$ cat config.mk
export PLATFORM = sky130hd
export DESIGN_NAME = control_unit
export DESIGN_NICKNAME = d
export VERILOG_FILES = /design/src/rtl/cpu_pkg.sv /design/src/rtl/control_decode.sv /design/src/rtl/control_unit.sv
export SDC_FILE = /design/constraint.sdc
export NUM_CORES = 1
export LEC_CHECK = 0
export ABC_CLOCK_PERIOD_IN_PS = 1470
export CAP_MARGIN = 30
export CORE_MARGIN = 4
export CORE_UTILIZATION = 41
export CTS_BUF_LIST = sky130_fd_sc_hd__clkbuf_8
export DETAILED_ROUTE_END_ITERATION = 12
export HOLD_SLACK_MARGIN = 0.03
export PLACE_DENSITY = 0.86
export SETUP_SLACK_MARGIN = 0.02
export SYNTH_ARGS = -nofsm -noshare
export SYNTH_HDL_FRONTEND = slang
export SYNTH_SLANG_ARGS = --single-unit
$ cat constraint.sdc
create_clock -name i_clk -period 1.47 [get_ports i_clk]
set_input_delay 0.147 -clock i_clk [delete_from_list [all_inputs] [get_ports i_clk]]
set_output_delay 0.147 -clock i_clk [all_outputs]
set_load 0.05 [all_outputs]
$ cat src/rtl/cpu_pkg.sv
// Shared types and constants for the 8-bit single-bus microsequencer.
// Holds the state encoding, the opcode map, the instruction fields and the control-strobe bundle.
package cpu_pkg;

    typedef enum logic [2:0] {
        FETCH0, FETCH1, OPA0, OPA1, MEM, EX0, EX1, HALT
    } state_t;

    localparam logic [3:0] OP_NOP = 4'h0;
    localparam logic [3:0] OP_LDI = 4'h1;
    localparam logic [3:0] OP_LD  = 4'h2;
    localparam logic [3:0] OP_ST  = 4'h3;
    localparam logic [3:0] OP_JMP = 4'h8;
    localparam logic [3:0] OP_JN  = 4'h9;
    localparam logic [3:0] OP_JZ  = 4'hA;
    localparam logic [3:0] OP_HLT = 4'hF;

    localparam int OP_MSB    = 7;
    localparam int OP_LSB    = 4;
    localparam int ALUOP_MSB = 5;
    localparam int ALUOP_LSB = 4;
    localparam int SUB_BIT   = 3;
    localparam int RS_BIT    = 1;
    localparam int RD_BIT    = 0;

    typedef struct packed {
        logic       aluOE;
        logic       aluSubShiftDir;
        logic       aluBWr;
        logic [1:0] aluOp;
        logic       regWr0;
        logic       regWr1;
        logic       regBusSel;
        logic       regBusEn;
        logic       aluSel;
        logic       ramAddressEn;
        logic       ramWriteEn;
        logic       ramReadDataSelect;
        logic       ramOE;
        logic       loadPC;
        logic       incrPC;
        logic       pcOE;
    } ctrl_t;

    function automatic logic isTwoByte(input logic [3:0] op);
        return (op == OP_LDI) || (op == OP_LD) || (op == OP_ST) ||
               (op == OP_JMP) || (op == OP_JN) || (op == OP_JZ);
    endfunction

    // Opcodes 0x4-0x7 are the ALU group.
    function automatic logic isAlu(input logic [3:0] op);
        return op[3:2] == 2'b01;
    endfunction

endpackage

$ cat src/rtl/control_decode.sv
// Combinational strobe decode from registered state and IR.
// Only i_run (FETCH0) and the ALU flags (OPA1) enter here besides registered state.
import cpu_pkg::*;

module control_decode (
    input  state_t     state,
    input  logic [7:0] ir,
    input  logic       run,
    input  logic       flagN,
    input  logic       flagZ,
    output ctrl_t      ctrl
);

    logic [3:0] op;
    logic       rd;
    logic       rs;
    logic       unusedIrBit;

    assign op          = ir[OP_MSB:OP_LSB];
    assign rd          = ir[RD_BIT];
    assign rs          = ir[RS_BIT];
    assign unusedIrBit = ir[2];

    always_comb begin
        ctrl = '0;
        unique case (state)
            FETCH0: begin
                ctrl.pcOE         = run;
                ctrl.ramAddressEn = run;
            end
            FETCH1: begin
                ctrl.ramOE  = 1'b1;
                ctrl.incrPC = 1'b1;
            end
            OPA0: begin
                ctrl.pcOE         = 1'b1;
                ctrl.ramAddressEn = 1'b1;
            end
            OPA1: begin
                ctrl.ramOE = 1'b1;
                case (op)
                    OP_LDI: begin
                        ctrl.incrPC = 1'b1;
                        ctrl.regWr0 = ~rd;
                        ctrl.regWr1 = rd;
                    end
                    OP_LD, OP_ST: begin
                        ctrl.incrPC       = 1'b1;
                        ctrl.ramAddressEn = 1'b1;
                    end
                    OP_JMP: ctrl.loadPC = 1'b1;
                    OP_JN: begin
                        ctrl.loadPC = flagN;
                        ctrl.incrPC = ~flagN;
                    end
                    OP_JZ: begin
                        ctrl.loadPC = flagZ;
                        ctrl.incrPC = ~flagZ;
                    end
                    default: ;
                endcase
            end
            MEM: begin
                if (op == OP_ST) begin
                    ctrl.regBusEn   = 1'b1;
                    ctrl.regBusSel  = rs;
                    ctrl.ramWriteEn = 1'b1;
                end else begin
                    ctrl.ramOE  = 1'b1;
                    ctrl.regWr0 = ~rd;
                    ctrl.regWr1 = rd;
                end
            end
            EX0: begin
                ctrl.regBusEn  = 1'b1;
                ctrl.regBusSel = rs;
                ctrl.aluBWr    = 1'b1;
                ctrl.aluSel    = rd;
            end
            EX1: begin
                ctrl.aluOE          = 1'b1;
                ctrl.aluSel         = rd;
                ctrl.aluOp          = ir[ALUOP_MSB:ALUOP_LSB];
                ctrl.aluSubShiftDir = ir[SUB_BIT];
                ctrl.regWr0         = ~rd;
                ctrl.regWr1         = rd;
            end
            default: ;
        endcase
    end

endmodule

$ cat src/rtl/control_unit.sv
// Multi-cycle microsequencer: fetches instruction bytes over the shared bus and sequences datapath strobes.
//
// state  | meaning
// FETCH0 | PC drives address for opcode byte (waits here while i_run low)
// FETCH1 | RAM drives opcode onto bus, IR captured, PC incremented
// OPA0   | PC drives address for operand byte
// OPA1   | RAM drives operand: immediate load, address latch or jump
// MEM    | LD reads RAM into rd / ST writes rs to RAM
// EX0    | rs latched into ALU B
// EX1    | ALU result written to rd
// HALT   | idle until reset
import cpu_pkg::*;

module control_unit (
    input  logic       i_clk,
    input  logic       i_reset,
    input  logic       i_run,
    input  logic [7:0] i_bus,
    input  logic       i_aluFlagN,
    input  logic       i_aluFlagZ,
    output logic       o_ctrlAluOE,
    output logic       o_ctrlAluSubShiftDir,
    output logic       o_ctrlAluBWr,
    output logic [1:0] o_ctrlAluOp,
    output logic       o_ctrlRegWr0,
    output logic       o_ctrlRegWr1,
    output logic       o_ctrlRegBusSel,
    output logic       o_ctrlRegBusEn,
    output logic       o_ctrlAluSel,
    output logic       o_ctrlRamAddressEn,
    output logic       o_ctrlRamWriteEn,
    output logic       o_ctrlRamReadDataSelect,
    output logic       o_ctrlRamOE,
    output logic       o_ctrlLoadPC,
    output logic       o_ctrlIncrPC,
    output logic       o_ctrlPCOe,
    output logic       o_halted,
    output logic [7:0] o_ir
);

    state_t     state, stateNext;
    logic [7:0] ir;
    ctrl_t      ctrl, ctrlOut;
    logic [3:0] busOp;
    logic [3:0] irOp;

    assign busOp = i_bus[OP_MSB:OP_LSB];
    assign irOp  = ir[OP_MSB:OP_LSB];

    always_ff @(posedge i_clk or negedge i_reset) begin
        if (!i_reset) begin
            state <= FETCH0;
            ir    <= 8'h00;
        end else begin
            state <= stateNext;
            if (state == FETCH1)
                ir <= i_bus;
        end
    end

    always_comb begin
        stateNext = state;
        unique case (state)
            FETCH0: if (i_run) stateNext = FETCH1;
            FETCH1: begin
                if (isTwoByte(busOp))     stateNext = OPA0;
                else if (isAlu(busOp))    stateNext = EX0;
                else if (busOp == OP_HLT) stateNext = HALT;
                else                      stateNext = FETCH0;
            end
            OPA0:    stateNext = OPA1;
            OPA1:    stateNext = (irOp == OP_LD || irOp == OP_ST) ? MEM : FETCH0;
            MEM:     stateNext = FETCH0;
            EX0:     stateNext = EX1;
            EX1:     stateNext = FETCH0;
            HALT:    stateNext = HALT;
            default: stateNext = FETCH0;
        endcase
    end

    control_decode uDecode (
        .state (state),
        .ir    (ir),
        .run   (i_run),
        .flagN (i_aluFlagN),
        .flagZ (i_aluFlagZ),
        .ctrl  (ctrl)
    );

    // FETCH0 strobes follow i_run combinationally, so gate everything while reset is held.
    assign ctrlOut = i_reset ? ctrl : '0;

    assign o_ctrlAluOE             = ctrlOut.aluOE;
    assign o_ctrlAluSubShiftDir    = ctrlOut.aluSubShiftDir;
    assign o_ctrlAluBWr            = ctrlOut.aluBWr;
    assign o_ctrlAluOp             = ctrlOut.aluOp;
    assign o_ctrlRegWr0            = ctrlOut.regWr0;
    assign o_ctrlRegWr1            = ctrlOut.regWr1;
    assign o_ctrlRegBusSel         = ctrlOut.regBusSel;
    assign o_ctrlRegBusEn          = ctrlOut.regBusEn;
    assign o_ctrlAluSel            = ctrlOut.aluSel;
    assign o_ctrlRamAddressEn      = ctrlOut.ramAddressEn;
    assign o_ctrlRamWriteEn        = ctrlOut.ramWriteEn;
    assign o_ctrlRamReadDataSelect = ctrlOut.ramReadDataSelect;
    assign o_ctrlRamOE             = ctrlOut.ramOE;
    assign o_ctrlLoadPC            = ctrlOut.loadPC;
    assign o_ctrlIncrPC            = ctrlOut.incrPC;
    assign o_ctrlPCOe              = ctrlOut.pcOE;
    assign o_halted                = i_reset && (state == HALT);
    assign o_ir                    = ir;

endmodule
==> metrics.md, run 1 <==
| Metric | Value |
|---|---|
| Synth Warn # | 0 |
| Total CTS buffers | 3 |
| Post-Syn Nets | 101 |
| Ports | 39 |
| Ys flop type | dfrtp_1 |
| Distinct cells, synth | 39 |
| Asr flop ratio synth | 100% |
| Synthesized area per cell | 9.21 um^2 |
| Initial Util | 45.0% |
| Port buffer count | 37 |
| Maximum clock insertion buffer count | 2 |
| Err | [ERROR DPL-0038] Utilization greater than 100%, impossible to legalize |
| Sequential area share after synthesis | 34.0% |
| Setup bufs post-CTS | 7 |
| # H-tree levels | 1 |
| Rows | 15 |
| # resized after CTS | 39 |
| Routability congestion estimate | 0.819 |
| Synthesized area | 811 um^2 |
| #FFs+latches synth | 11 |
| Cell Area, Placed | 1640 um^2 |
| Num Clock Sinks | 11 |
| CTS root buf | clkbuf_8 |
| Stage reached | clock tree synthesis |
| Die H | 52.5 um |
| DPL Wire Length | 2.36 mm |
| DIE WIDTH | 52.5 um |
| EDFF count, synth | 0 |
| Post-Synthesis Cells | 88 |
| Hold buffer count at cts | 0 |
| Status | did not finish |
logic make-up after synthesis:
logic type / share of synthesized area [%]
AO/OA/AOI/OAI: 19.3
other: 0.463
buffers and inverters: 7.56
multiplexers: 11.1
flip-flops: 34.0
AND/OR/NAND/NOR: 27.6
cells in the mapped netlist (all sizes together), types with 2 or more instances:
| cell type | instances | area share (%) |
|---|---|---|
| a21boi | 2 | 1.9 |
| a21oi | 4 | 2.5 |
| a31oi | 2 | 1.5 |
| and2 | 4 | 3.2 |
| and4 | 2 | 2.3 |
| and4b | 3 | 3.7 |
| buf | 6 | 5.1 |
| dfrtp | 11 | 34 |
| inv | 4 | 1.9 |
| mux2 | 8 | 11 |
| nand2 | 8 | 3.7 |
| nor2 | 6 | 2.8 |
| nor2b | 3 | 3.2 |
| nor3 | 2 | 1.2 |
| nor3b | 3 | 4.2 |
| o21ai | 3 | 1.9 |
| o21bai | 2 | 1.9 |
through the flow:
stage,utilization [%],hold WS (ns),cells,setup WS (ns)
after floorplan,-,-0.149,88,-0.238
after global placement,91.1,0.496,164,-0.288
after detailed placement,91.1,0.520,164,-0.330
==> inputs of run 2 (changes only) <==
CORE_AREA = 4 4 65 67   (was default)
CORE_MARGIN = default   (was 4)
CORE_UTILIZATION = default   (was 41)
CTS_BUF_LIST = default   (was sky130_fd_sc_hd__clkbuf_8)
DIE_AREA = 0 0 69 71   (was default)
HOLD_SLACK_MARGIN = default   (was 0.03)
PLACE_DENSITY = default   (was 0.86)
PLACE_DENSITY_LB_ADDON = 0.15   (was default)
SETUP_SLACK_MARGIN = default   (was 0.02)
==> run 2 against run 1 <==
Compared with the run above:
- the flow now finishes, with violations (negative setup slack)
- area after synthesis unchanged
- synthesized cell count stayed put
==> metrics.md, run 2 <==
| Metric | Value |
|---|---|
| Final Cell Area | 1970 um^2 |
| Period utilization | 118% |
| Number of global-route vias before repair | 994 |
| Cell Area, Placed | 1660 um^2 (+1.3%) |
| Sequential area share after synthesis | 34.0% (unchanged) |
| Synth area leaders | dfrtp_1 (34%), mux2_2 (11%), and4b_1 (3.7%), nand2_1 (3.7%), nor2_1 (2.8%) |
| Largest net degree at the start of global routing | 12 |
| Vias | 940 |
| Worst Path Required | 1.32 ns |
| Hold WC Path Type | in2async |
| P&R area growth vs syn | 142% |
| Rows | 22 (+7) |
| Yosys top cell area share | 34.0% (unchanged) |
| Num Clock Sinks | 11 (unchanged) |
| Asr flop ratio synth | 100% (unchanged) |
| Slack of the worst reg-to-reg path | 0.05 ns |
| Distinct cells, synth | 39 (unchanged) |
| Maxcap violations | 0 |
| Tmin final | 1.74 ns |
| Share of cells above drive strength 1 | 72.2% |
| Crit-path cells | nor3b_4 > a2111o_1 > a21oi_4 > buf_12 |
| Leakage power | 0.835 nW |
| Area leader, netlist | dfrtp_1 |
| Worst Reg-to-Reg Cells | 5 |
| Total CTS buffers | 3 (unchanged) |
| Initial antenna violation count | 0 |
| ANT nets after route | 0 |
| Antenna cells | 0 |
| Crit. Startpoint | o_ir[5] |
| Storage element area | 284 um^2 |
| Synthesized area per cell | 9.21 um^2 (unchanged) |
| Crit start category | flip-flop |
| First-pass GRT wire length | 4.65 mm |
| Pwr/cell area | 2240 nW/um^2 |
| Commonest cells in the netlist | dfrtp_1 (11), mux2_2 (8), nand2_1 (8) |
| DPL Wire Length | 2.19 mm (-7.3%) |
| Final cell count without fillers | 206 |
| Max FO, Critical Path | 3 |
| Port buffer count | 37 (unchanged) |
| Length of the first detailed-routing pass in iterations | 2 |
| EDFF count, synth | 0 (unchanged) |
| Crit-path slowest cell | a2111o_1 |
| Status | complete, but fails checks |
| # H-tree levels | 1 (unchanged) |
| Placed cells | 187 (+14%) |
| DRT iter0 DRCs | 32 |
| Maximum clock insertion buffer count | 2 (unchanged) |
| Nets@finish | 172 |
| RSZ-0062 raised after global routing | yes |
| VDD IR max | 1400 uV |
| Final wirelength | 2.85 mm |
| Die Footprint | 4900 um^2 |
| Worst endpoint data arrival time | 1.59 ns |
| Synthesized area | 811 um^2 (unchanged) |
| Core Region | 3630 um^2 |
| Filler cells | 331 |
| Ys flop type | dfrtp_1 |
| Max-slew violation count | 0 |
| Setup ws final | -0.271 ns |
| CTS root buf | clkbuf_8 |
| Final Hold Fails | 0 |
| #FFs+latches synth | 11 (unchanged) |
| Worst r2r src | state[1] |
| Failing checks | negative setup slack |
| Max Clock Freq | 575 MHz |
| Cell with the most instances after synthesis | dfrtp_1 |
| Critical path class | reg2out |
| Setup Viol. Count Final | 13 |
| Average wire per standard cell | 13.8 um |
| Worst slack, placed | -0.280 ns (+0.0500 ns) |
| Ports | 39 (unchanged) |
| Die H | 71 um (+35%) |
| Critical Path Max Stage Delay | 0.45 ns |
| Drt drc | 0 |
| Synth Warn # | 0 (unchanged) |
| Worst Clk Skew | 0.000926 ns |
| CTS tree | built |
| GRT overflow | 0 |
| DIE WIDTH | 69 um (+32%) |
| Gr usage total | 11.6% |
| Area of the multi-input gates | 676 um^2 |
| Crit end category | output pin |
| Commonest non-fill, non-tap cell in the layout | buf_4 |
| Most frequent cells in the layout | buf_4 (30), buf_12 (22), clkdlybuf4s50_1 (11), buf_6 (9), mux2_2 (8) |
| Final Power | 4.40 mW |
| CTS clock-pin slew for the worst setup and hold paths | 0.05 ns |
| FF-to-FF End | o_ir[6] |
| Post-Synthesis Cells | 88 (unchanged) |
| Post-Syn Nets | 101 (unchanged) |
| Max reg flops | 8 |
| Via density | 4.56 |
| Clock Latency Late Sink | 0.24 ns |
| Routability congestion estimate | 0.731 (-11%) |
| Initial Util | 22.3% (-23 points) |
## run 2: cell counts after synthesis
No cell type changed its count.
## run 2: worst max-delay path, delay by kind of cell, from the launching register on
family | cells | cell delay, ns
buffers and inverters | 1 | 0.15
AOI/OAI and AO/OA | 2 | 0.63
DFF | 1 | 0.41
and+or+nand+nor | 1 | 0.16
## run 2: cell type report
cell class	instances	share of cell area (%)
Tap cell	48	3.06
Sequential cell	11	14.4
Timing Repair Buffer	73	45.1
Inverter	4	0.764
Multi-Input combinational cell	66	34.4
Clock buffer	4	2.29
## run 2: routing by layer
metal  up-vias  wire, um  global-route usage [%]
met1       446      1190                    13.8
li1        463         -                       -
met3         6        89                    2.84
met2        25      1540                    20.4
met4         0        36                    3.69
met5         -         0                       0
## run 2: worst max path at each step
stage                              end  slack, ns  cells after the start
after floorplan           o_ctrlRegWr1      -0.23                      3
after global placement    o_ctrlRegWr1      -0.25                      5
after detailed placement  o_ctrlRegWr0      -0.28                      5
after CTS                 o_ctrlRegWr0      -0.30                      5
after global routing      o_ctrlRegWr0      -0.33                      5
final                     o_ctrlRegWr0      -0.27                      4
## run 2: repair_timing
| action | CTS | global route |
|---|---|---|
| setup buffers | 9 | 8 |
| hold buffers | 0 | 0 |
| pin swaps | 18 | 4 |
| setup endpoints to repair | 20 | 23 |
| resized for setup | 35 | 6 |
## run 2: per-stage QoR
step,TNS (ns),hold slack [ns],utilization (%)
after floorplan,-0.522,-0.149,-
after global placement,-1.35,0.497,45.8
after detailed placement,-1.66,0.504,45.8
after CTS,-2.15,0.0453,52.1
after global routing,-2.68,0.0526,54.1
final,-1.85,0.0354,54.1
## run 2: cells by family after synthesis
| kind of cell | after synthesis | share of synthesized area [%] |
|---|---|---|
| other | 1 | 0.463 |
| AND/OR/NAND/NOR | 35 | 27.6 |
| multiplexers | 8 | 11.1 |
| flip-flops | 11 | 34.0 |
| buffers and inverters | 11 | 7.56 |
| AO/OA/AOI/OAI | 22 | 19.3 |
## run 2: report_power, final
group | total (mW) | internal, mW | switching (mW)
combinational | 3.39 | 1.75 | 1.64
sequential | 0.697 | 0.483 | 0.214
clock | 0.307 | 0.191 | 0.116
Note: power is estimated with default switching activity, not from simulation.
==> inputs of run 3 (changes only) <==
CELL_PAD_IN_SITES_DETAIL_PLACEMENT = 2   (was default)
CELL_PAD_IN_SITES_GLOBAL_PLACEMENT = 2   (was default)
CORE_AREA = default   (was 4 4 65 67)
CORE_MARGIN = 4   (was default)
CORE_UTILIZATION = 22   (was default)
DIE_AREA = default   (was 0 0 69 71)
TNS_END_PERCENT = 1   (was default)
==> run 3 against run 2 <==
Compared with the run above:
- the flow still finishes with violations (negative setup slack)
- combinational power shrank 8.6%
- clock power grew 5%
- flip-flop and latch count is the same
- sequential share of layout area grew 1.2 points
- non-clock buffer count shrank 10
- final cell count shrank 5.8%
- final area shrank 9.8%
- hold slack gained 0.018 ns
- critical path type unchanged
- largest power group unchanged
==> metrics.md, run 3 (synthesis gave the netlist of run 2 again) <==
| Metric | Value |
|---|---|
| Largest delay share family, worst path | compound AO/OA/AOI/OAI gates |
| Total CTS buffers | 3 (unchanged) |
| Worst Path Required | 1.32 ns (about the same) |
| Setup Viol. Count Final | 24 (+11) |
| Max Clock Freq | 543 MHz (-5.5%) |
| DIE WIDTH | 68.7 um (-0.43%) |
| Sum Neg Setup Slack | -3.72 ns (-1.87 ns) |
| CTS tree | built |
| Crit end category | output pin |
| Rows | 21 (-4.5%) |
| Period utilization | 125% (+6.9 points) |
| Max FO, Critical Path | 4 (+1) |
| Num Clock Sinks | 11 (unchanged) |
| # H-tree levels | 1 (unchanged) |
| Max-slew violation count | 0 (unchanged) |
| Maximum clock insertion buffer count | 2 (unchanged) |
| Share of cells above drive strength 1 | 58.1% (-14 points) |
| Tmin final | 1.84 ns (+0.101 ns) |
| Status | complete, but fails checks |
| Initial Util | 23.6% (+1.2 points) |
| Buffers and inverters on the worst path | 1 (unchanged) |
| P&R area growth vs syn | 119% |
| Average wire per standard cell | 19.2 um (+38%) |
| First-pass GRT wire length | 5.85 mm (+26%) |
| Hold buffer count at cts | 0 (unchanged) |
| DPL Wire Length | 2.81 mm (+28%) |
| Via density | 4.79 (+5.1%) |
| Largest net degree at the start of global routing | 12 (unchanged) |
| VDD IR max | 1070 uV (-24%) |
| Critical path class | reg2out |
| CTS root buf | clkbuf_8 |
| GRT overflow | 0 (unchanged) |
| Worst Clk Skew | 0.00548 ns (+0.00455 ns) |
| Failing checks | negative setup slack |
| Initial antenna violation count | 0 (unchanged) |
| Clock Latency Late Sink | 0.25 ns (about the same) |
| Final wirelength | 3.72 mm (+30%) |
| Port buffer count | 37 (unchanged) |
| Ports | 39 (unchanged) |
| Number of global-route vias before repair | 1058 (+6.4%) |
| Hold WC Path Type | in2async |
| Worst endpoint data arrival time | 1.69 ns (+0.10 ns) |
| Setup ws final | -0.372 ns (-0.101 ns) |
| Gr usage total | 17.1% (+5.5 points) |
| Antenna cells | 0 (unchanged) |
| Crit start category | flip-flop |
| Crit. Startpoint | o_ir[5] |
| Routability congestion estimate | 0.813 (+11%) |
| CTS clock-pin slew for the worst setup and hold paths | 0.06 ns (about the same) |
| Nets@finish | 162 (-5.8%) |
| Pwr/cell area | 2320 nW/um^2 (+3.7%) |
| DRT iter0 DRCs | 11 (-66%) |
| Max reg flops | 8 (unchanged) |
| Length of the first detailed-routing pass in iterations | 4 (+2) |
| ANT nets after route | 0 (unchanged) |
| Die H | 68.7 um (-3.2%) |
| Final Hold Fails | 0 (unchanged) |
| Drt drc | 0 (unchanged) |
| Worst r2r src | state[2] |
| Die Footprint | 4720 um^2 (-3.6%) |
| Crit-path slowest cell | a2111o_1 |
| Most frequent cells in the layout | buf_4 (25), buf_12 (22), clkdlybuf4s50_1 (11), dfrtp_1 (9), mux2_2 (8) |
| Maxcap violations | 0 (unchanged) |
| Worst slack, placed | -0.356 ns (-0.0765 ns) |
| Critical Path Max Stage Delay | 0.47 ns (+0.02 ns) |
| Leakage power | 0.749 nW (-10%) |
| Vias | 930 (-1.1%) |
| Crit-path cells | nor3b_4 > a2111o_1 > a21boi_4 > buf_12 |
| Final Power | 4.11 mW (-6.5%) |
| Commonest non-fill, non-tap cell in the layout | buf_4 |
| Core Region | 3440 um^2 (-5.3%) |
| RSZ-0062 raised after global routing | yes |
==> run 3: changes by cell type in the layout (fill, tap and decap cells not counted), sizes merged <==
cell  previous run  this run
buf             61        51
==> run 3: stage by stage <==
step           util [%]  instances  cell area, um^2  hold WS [ns]
5_1_grt            51.5        194             1770        0.0895
6_report           51.5        194             1770        0.0531
2_1_floorplan         -         88              858        -0.149
3_5_place_dp       47.4        188             1630         0.522
3_3_place_gp       47.4        188             1630         0.493
4_1_cts            51.0        194             1760        0.0550
==> run 3: final timing paths <==
path / end / slack [ns] / depth (start not counted)
max: o_ctrlRegWr1 / -0.37 / 4
min: state[0] / 0.05 / 2
max reg2reg: o_ir[5] / -0.07 / 5
min reg2reg: o_ir[2] / 0.53 / 1
max in group asynchronous: o_ir[5] / 1.24 / 2
min in group i_clk: o_ir[1] / 0.51 / 2
==> run 3: metal layers <==
layer	part of all wire [%]	wire, um	GRT usage [%]
met5	0	0	0
met2	55	2040	32.9
met1	39	1440	19.1
met4	1.6	59	4.38
met3	4.8	179	2.92
==> run 3: cell type report <==
| type | count | area [um^2] |
|---|---|---|
| Clock buffer | 4 | 45.0 |
| Fill cell | 350 | 1670 |
| Inverter | 4 | 15.0 |
| Multi-Input combinational cell | 66 | 586 |
| Sequential cell | 11 | 278 |
| Tap cell | 46 | 57.6 |
| Timing Repair Buffer | 63 | 792 |
==> run 3: what timing repair did <==
item	CTS	global route
setup buffers	2	0
endpoints found under the hold margin	0	0
pin swaps	6	1
resized for setup	17	7
setup endpoints to repair	25	25
==> run 3: worst reg2reg max path, stage by stage (launching register included) <==
cell	delay, ns
dfrtp_1	0.44
buf_4	0.18
nor2b_4	0.15
and2_1	0.14
buf_4	0.17
mux2_2	0.35
==> run 3: report_power, final <==
group	switching, mW	total (mW)	internal [mW]
Combinational	1.61	3.10	1.49
Sequential	0.226	0.695	0.469
Clock	0.131	0.322	0.192
==> variant 1, RTL diff (settings of run 3) <==
Reset style: synchronous (`i_reset`), changed in one clocked block.
--- a/src/rtl/control_unit.sv
+++ b/src/rtl/control_unit.sv
@@ -47,7 +47,7 @@
     assign busOp = i_bus[OP_MSB:OP_LSB];
     assign irOp  = ir[OP_MSB:OP_LSB];
 
-    always_ff @(posedge i_clk or negedge i_reset) begin
+    always_ff @(posedge i_clk) begin
         if (!i_reset) begin
             state <= FETCH0;
             ir    <= 8'h00;
Formal check against the unedited RTL: differs if i_reset is asserted again (counterexample within 4 cycles, from zero or initial values and one cycle with i_reset low); with i_reset held inactive, the same outputs for 10 cycles.
==> variant 1 against run 3 <==
  * The run still ends with negative setup slack left
  * Final area increased by 11%
  * Wire length grew 61%
  * Setup slack got worse by 0.021 ns
  * Global-route usage rose by 7.4 points
  * Final cell count is 15% higher
  * Sequential share of layout area decreased by 3.4 points
  * Fmax decreased by 1.1%
  * First-iteration DRC count increased to 6.0 times the old value
  * Synthesized area fell by 3.5%
  * Synthesized cell count grew 24%
  * Register-to-register slack better by 0.07 ns
  * Sequential cell count unchanged
  * Critical path type unchanged
  * Critical endpoint is now o_ctrlRamOE
Power is left out: it rests on default switching activity, and per cell area and clock period it moved more than threefold.
==> variant 1: results (changes against run 3) <==
| Metric | Value |
|---|---|
| WP data arrival | `1.72 ns (+0.03 ns)` |
| Vias | `1,181 (+27%)` |
| Multi-input combinational area share | `36.9% (+3.9 points)` |
| Post-synth top flop | `dfxtp_1` |
| Worst R2R End | `o_ir[1]` |
| Non-CTS buffers | `73 (+16%)` |
| Commonest cells in the netlist | `nand2_1 (17), dfxtp_1 (11), o21ai_0 (10)` |
| Fill cells | `310 (-11%)` |
| Fin worst setup slack | `-0.392 ns (-0.0207 ns)` |
| Inverters | `3 (-1)` |
| Largest net degree at the start of global routing | `18 (+6)` |
| Clock root buffer | `clkbuf_4` |
| Dpl ws | `-0.182 ns (+0.174 ns)` |
| Detail-routed via count per cell | `5.30 (+10%)` |
| Clock buf count | `3 (-1)` |
| Inst Count DP | `214 (+14%)` |
| First-pass GRT wire length | `7960 um (+36%)` |
| Post-DP HPWL | `3360 um (+20%)` |
| Gr usage total | `24.5% (+7.4 points)` |
| Status | `finished, violations left` |
| Final setup viols | `17 (-29%)` |
| Multi-In Gates | `86 (+30%)` |
| Seq area share | `12.3% (-3.4 points)` |
| Hold Crit Class | `in2reg` |
| Reg2reg setup slack | `0 ns (+0.07 ns)` |
| Failing checks | `negative setup slack` |
| Sequential area share after synthesis | `28.2% (-5.8 points)` |
| Clk pin slew, worst setup/hold paths | `0.09 ns (+0.03 ns)` |
| Routability Congestion | `0.752 (-7.5%)` |
-- variant 1: worst max-delay path, cell delays in order, from the launching register on --
cell	delay, ns
dfxtp_4	0.38
buf_6	0.13
and3_4	0.19
buf_6	0.12
nor3_1	0.22
o21a_1	0.22
buf_12	0.15
-- variant 1: per-layer routing --
metal	wire, um	share of wire (%)	global-route usage, %	up-vias
met3	273	4.6	3.99	15
met4	199	3.3	6.58	0
met5	0	0	0	-
met2	3100	52	45.1	50
met1	2420	40	28.8	591
li1	-	-	-	525
-- variant 1: cells by family (layout without fill, tap and decap cells) --
group | after synthesis | count (layout) | share of synthesized area (%)
flops | 11 | 11 | 28.2
compound gates | 33 | 33 | 28.0
buf+inv | 12 | 80 | 7.20
xor+xnor | 1 | 1 | 1.12
simple gates | 51 | 51 | 35.0
other cells | 1 | 1 | 0.480
-- variant 1: repair_timing --
item                       4_1_cts  5_1_grt
setup endpoints to repair       26       23
setup buffers                    4        1
pin swaps                        9        9
resized for setup               37       21
gates cloned                     0        0
==> variant 2, RTL diff (flow settings as in run 3) <==
Without the edit above. The 8 states of `state_t` get a one-hot encoding in 8 bits.
--- a/src/rtl/cpu_pkg.sv
+++ b/src/rtl/cpu_pkg.sv
@@ -2,8 +2,8 @@
 // Holds the state encoding, the opcode map, the instruction fields and the control-strobe bundle.
 package cpu_pkg;
 
-    typedef enum logic [2:0] {
-        FETCH0, FETCH1, OPA0, OPA1, MEM, EX0, EX1, HALT
+    typedef enum logic [7:0] {
+        FETCH0 = 8'b00000001, FETCH1 = 8'b00000010, OPA0 = 8'b00000100, OPA1 = 8'b00001000, MEM = 8'b00010000, EX0 = 8'b00100000, EX1 = 8'b01000000, HALT = 8'b10000000
     } state_t;
 
     localparam logic [3:0] OP_NOP = 4'h0;
Behaviour: same outputs for any inputs over 10 cycles, from zero or initial values and one cycle with i_reset low; not proved beyond that.
==> variant 2 against run 3 <==
  * The flow still finishes with violations (negative setup slack)
  * Total power down 17%
  * Synthesized area grew 28%
  * Clock power is 19% higher
  * Setup slack worse by 0.20 ns
  * Final area is 26% higher
  * Global-route usage fell by 0.51 points
  * Count of clock-buffer cells in the layout stayed put
  * Wire length is 25% higher
  * Worst hold slack improved by 0.44 ns
  * Sequential cell count increased by 5
  * Critical path depth grew 2
  * Largest cell class unchanged
==> variant 2: results (changes against run 3) <==
| Metric | Value |
|---|---|
| 1st-iter DRT viols | `31 (+20)` |
| First-pass GRT wire length | `7680 um (+31%)` |
| Fill cells | `455 (+30%)` |
| Dpl ws | `-0.414 ns (-0.0572 ns)` |
| Max stage delay cell, worst path | `dfrtp_1` |
| Fin worst setup slack | `-0.575 ns (-0.204 ns)` |
| Placed instance area | `2070 um2 (+27%)` |
| Number of nets in the layout | `212 (+31%)` |
| Fin Setup TNS | `-10.70 ns (-6.98 ns)` |
| Routability Congestion | `0.807 (-0.74%)` |
| Leak | `0.964 nW (+29%)` |
| Reg2reg setup slack | `-0.30 ns (-0.23 ns)` |
| Final setup viols | `29 (+21%)` |
| Syn nets | `130 (+29%)` |
| Skew final | `0.00976 ns (+0.00429 ns)` |
| Layout cells sized above 1 | `58.1% (about the same)` |
| Hold_ws | `0.494 ns (+0.441 ns)` |
| Commonest cells in the netlist | `dfrtp_1 (15), nor2_1 (11), nand2_1 (10)` |
| Worst path max stage delay | `0.41 ns (-0.06 ns)` |
| Netlist cell types | `40 (+2.6%)` |
| Drt wl/cell | `18.6 um (-3.1%)` |
| Vias | `1,224 (+32%)` |
| Largest cells by area after synthesis | `dfrtp_1 (36%), mux2_2 (6.5%), and2_1 (4.2%)` |
| Max rail drop VDD | `0.914 mV (-14%)` |
| Hold Crit Class | `in2reg` |
| WP data arrival | `1.90 ns (+0.21 ns)` |
| Gr usage total | `16.5% (-0.51 points)` |
| Sequential area share after synthesis | `38.7% (+4.8 points)` |
| H-tree depth | `1 (unchanged)` |
| Largest net degree at the start of global routing | `10 (-2)` |
| Max FO, Critical Path | `7 (+3)` |
| Status | `finished, violations left` |
| Failing checks | `negative setup slack` |
| Worst skew pair latency | `0.27 ns (+0.02 ns)` |
| Post-DP HPWL | `3800 um (+35%)` |
| Clk pin slew, worst setup/hold paths | `0.08 ns (+0.02 ns)` |
variant 2: cell types whose count changed in the layout (fill, tap and decap cells not counted), sizes merged, moves of 4 or more:
cell,delta
nor2,+5
dfrtp,+4
buf,+21
nor4,+6
variant 2: kinds of logic (layout without fill, tap and decap cells):
logic type	after synthesis	in the layout	share of synthesized area (%)
AOI/OAI and AO/OA	23	23	14.6
xor gates and xnor gates	2	2	1.69
buffers and inverters	11	92	4.82
DFF	16	16	38.7
muxes	7	7	7.48
other	1	1	0.362
and+or+nand+nor	57	57	32.3
variant 2: power by group:
group | internal [mW] | switching, mW | leakage [nW]
logic | 1.07 | 1.20 | 0.745
clock network | 0.193 | 0.189 | 0.0228
registers | 0.601 | 0.166 | 0.197
variant 2: area by class of cell:
cell class                 count  share of cell area [%]
clock buffer                   4                    2.02
sequential                    16                    18.2
inverter                       4                   0.673
timing repair buffer          84                    43.2
tap                           52                    2.92
multi-input combinational     90                    33.0
variant 2: metrics by stage:
step                      cells  utilization (%)
after global routing        250             50.2
after detailed placement    245             46.5
after global placement      245             46.5
after CTS                   250             49.4
final                       250             50.2
after floorplan             117                -
variant 2: repair_timing:
action / 4_1_cts / 5_1_grt
resized for setup: 20 / 8
buffers inserted: 1 / 0
endpoints found under the hold margin: 0 / 0
pin swaps: 7 / 1
endpoints found under the setup margin: 29 / 30
variant 2: final timing paths:
| kind | startpoint | to | cells past startpoint |
|---|---|---|---|
| worst min register to register | o_ir[2] | o_ir[2] | 1 |
| worst max register to register | state[6] | state[0] | 4 |
| max in group asynchronous | i_reset | state[0] | 4 |
| worst min-delay path | i_bus[0] | o_ir[0] | 2 |
| worst max-delay path | state[3] | o_ctrlRegWr0 | 6 |
| min in group asynchronous | i_reset | o_ir[2] | 4 |
variant 2: metal layers:
layer | GRT usage (%) | vias up | wire length (um)
li1 | - | 582 | -
met1 | 19.8 | 615 | 1960
met2 | 29.8 | 22 | 2520
met3 | 3.04 | 5 | 107
met4 | 4.89 | 0 | 53
met5 | 0 | - | 0
variant 2: critical path, delay by kind of cell (launching register included):
kind / cells / cell delay, ns
buffers and inverters: 2 / 0.28
AOI/OAI and AO/OA: 1 / 0.16
DFF: 1 / 0.41
and+or+nand+nor: 3 / 0.79
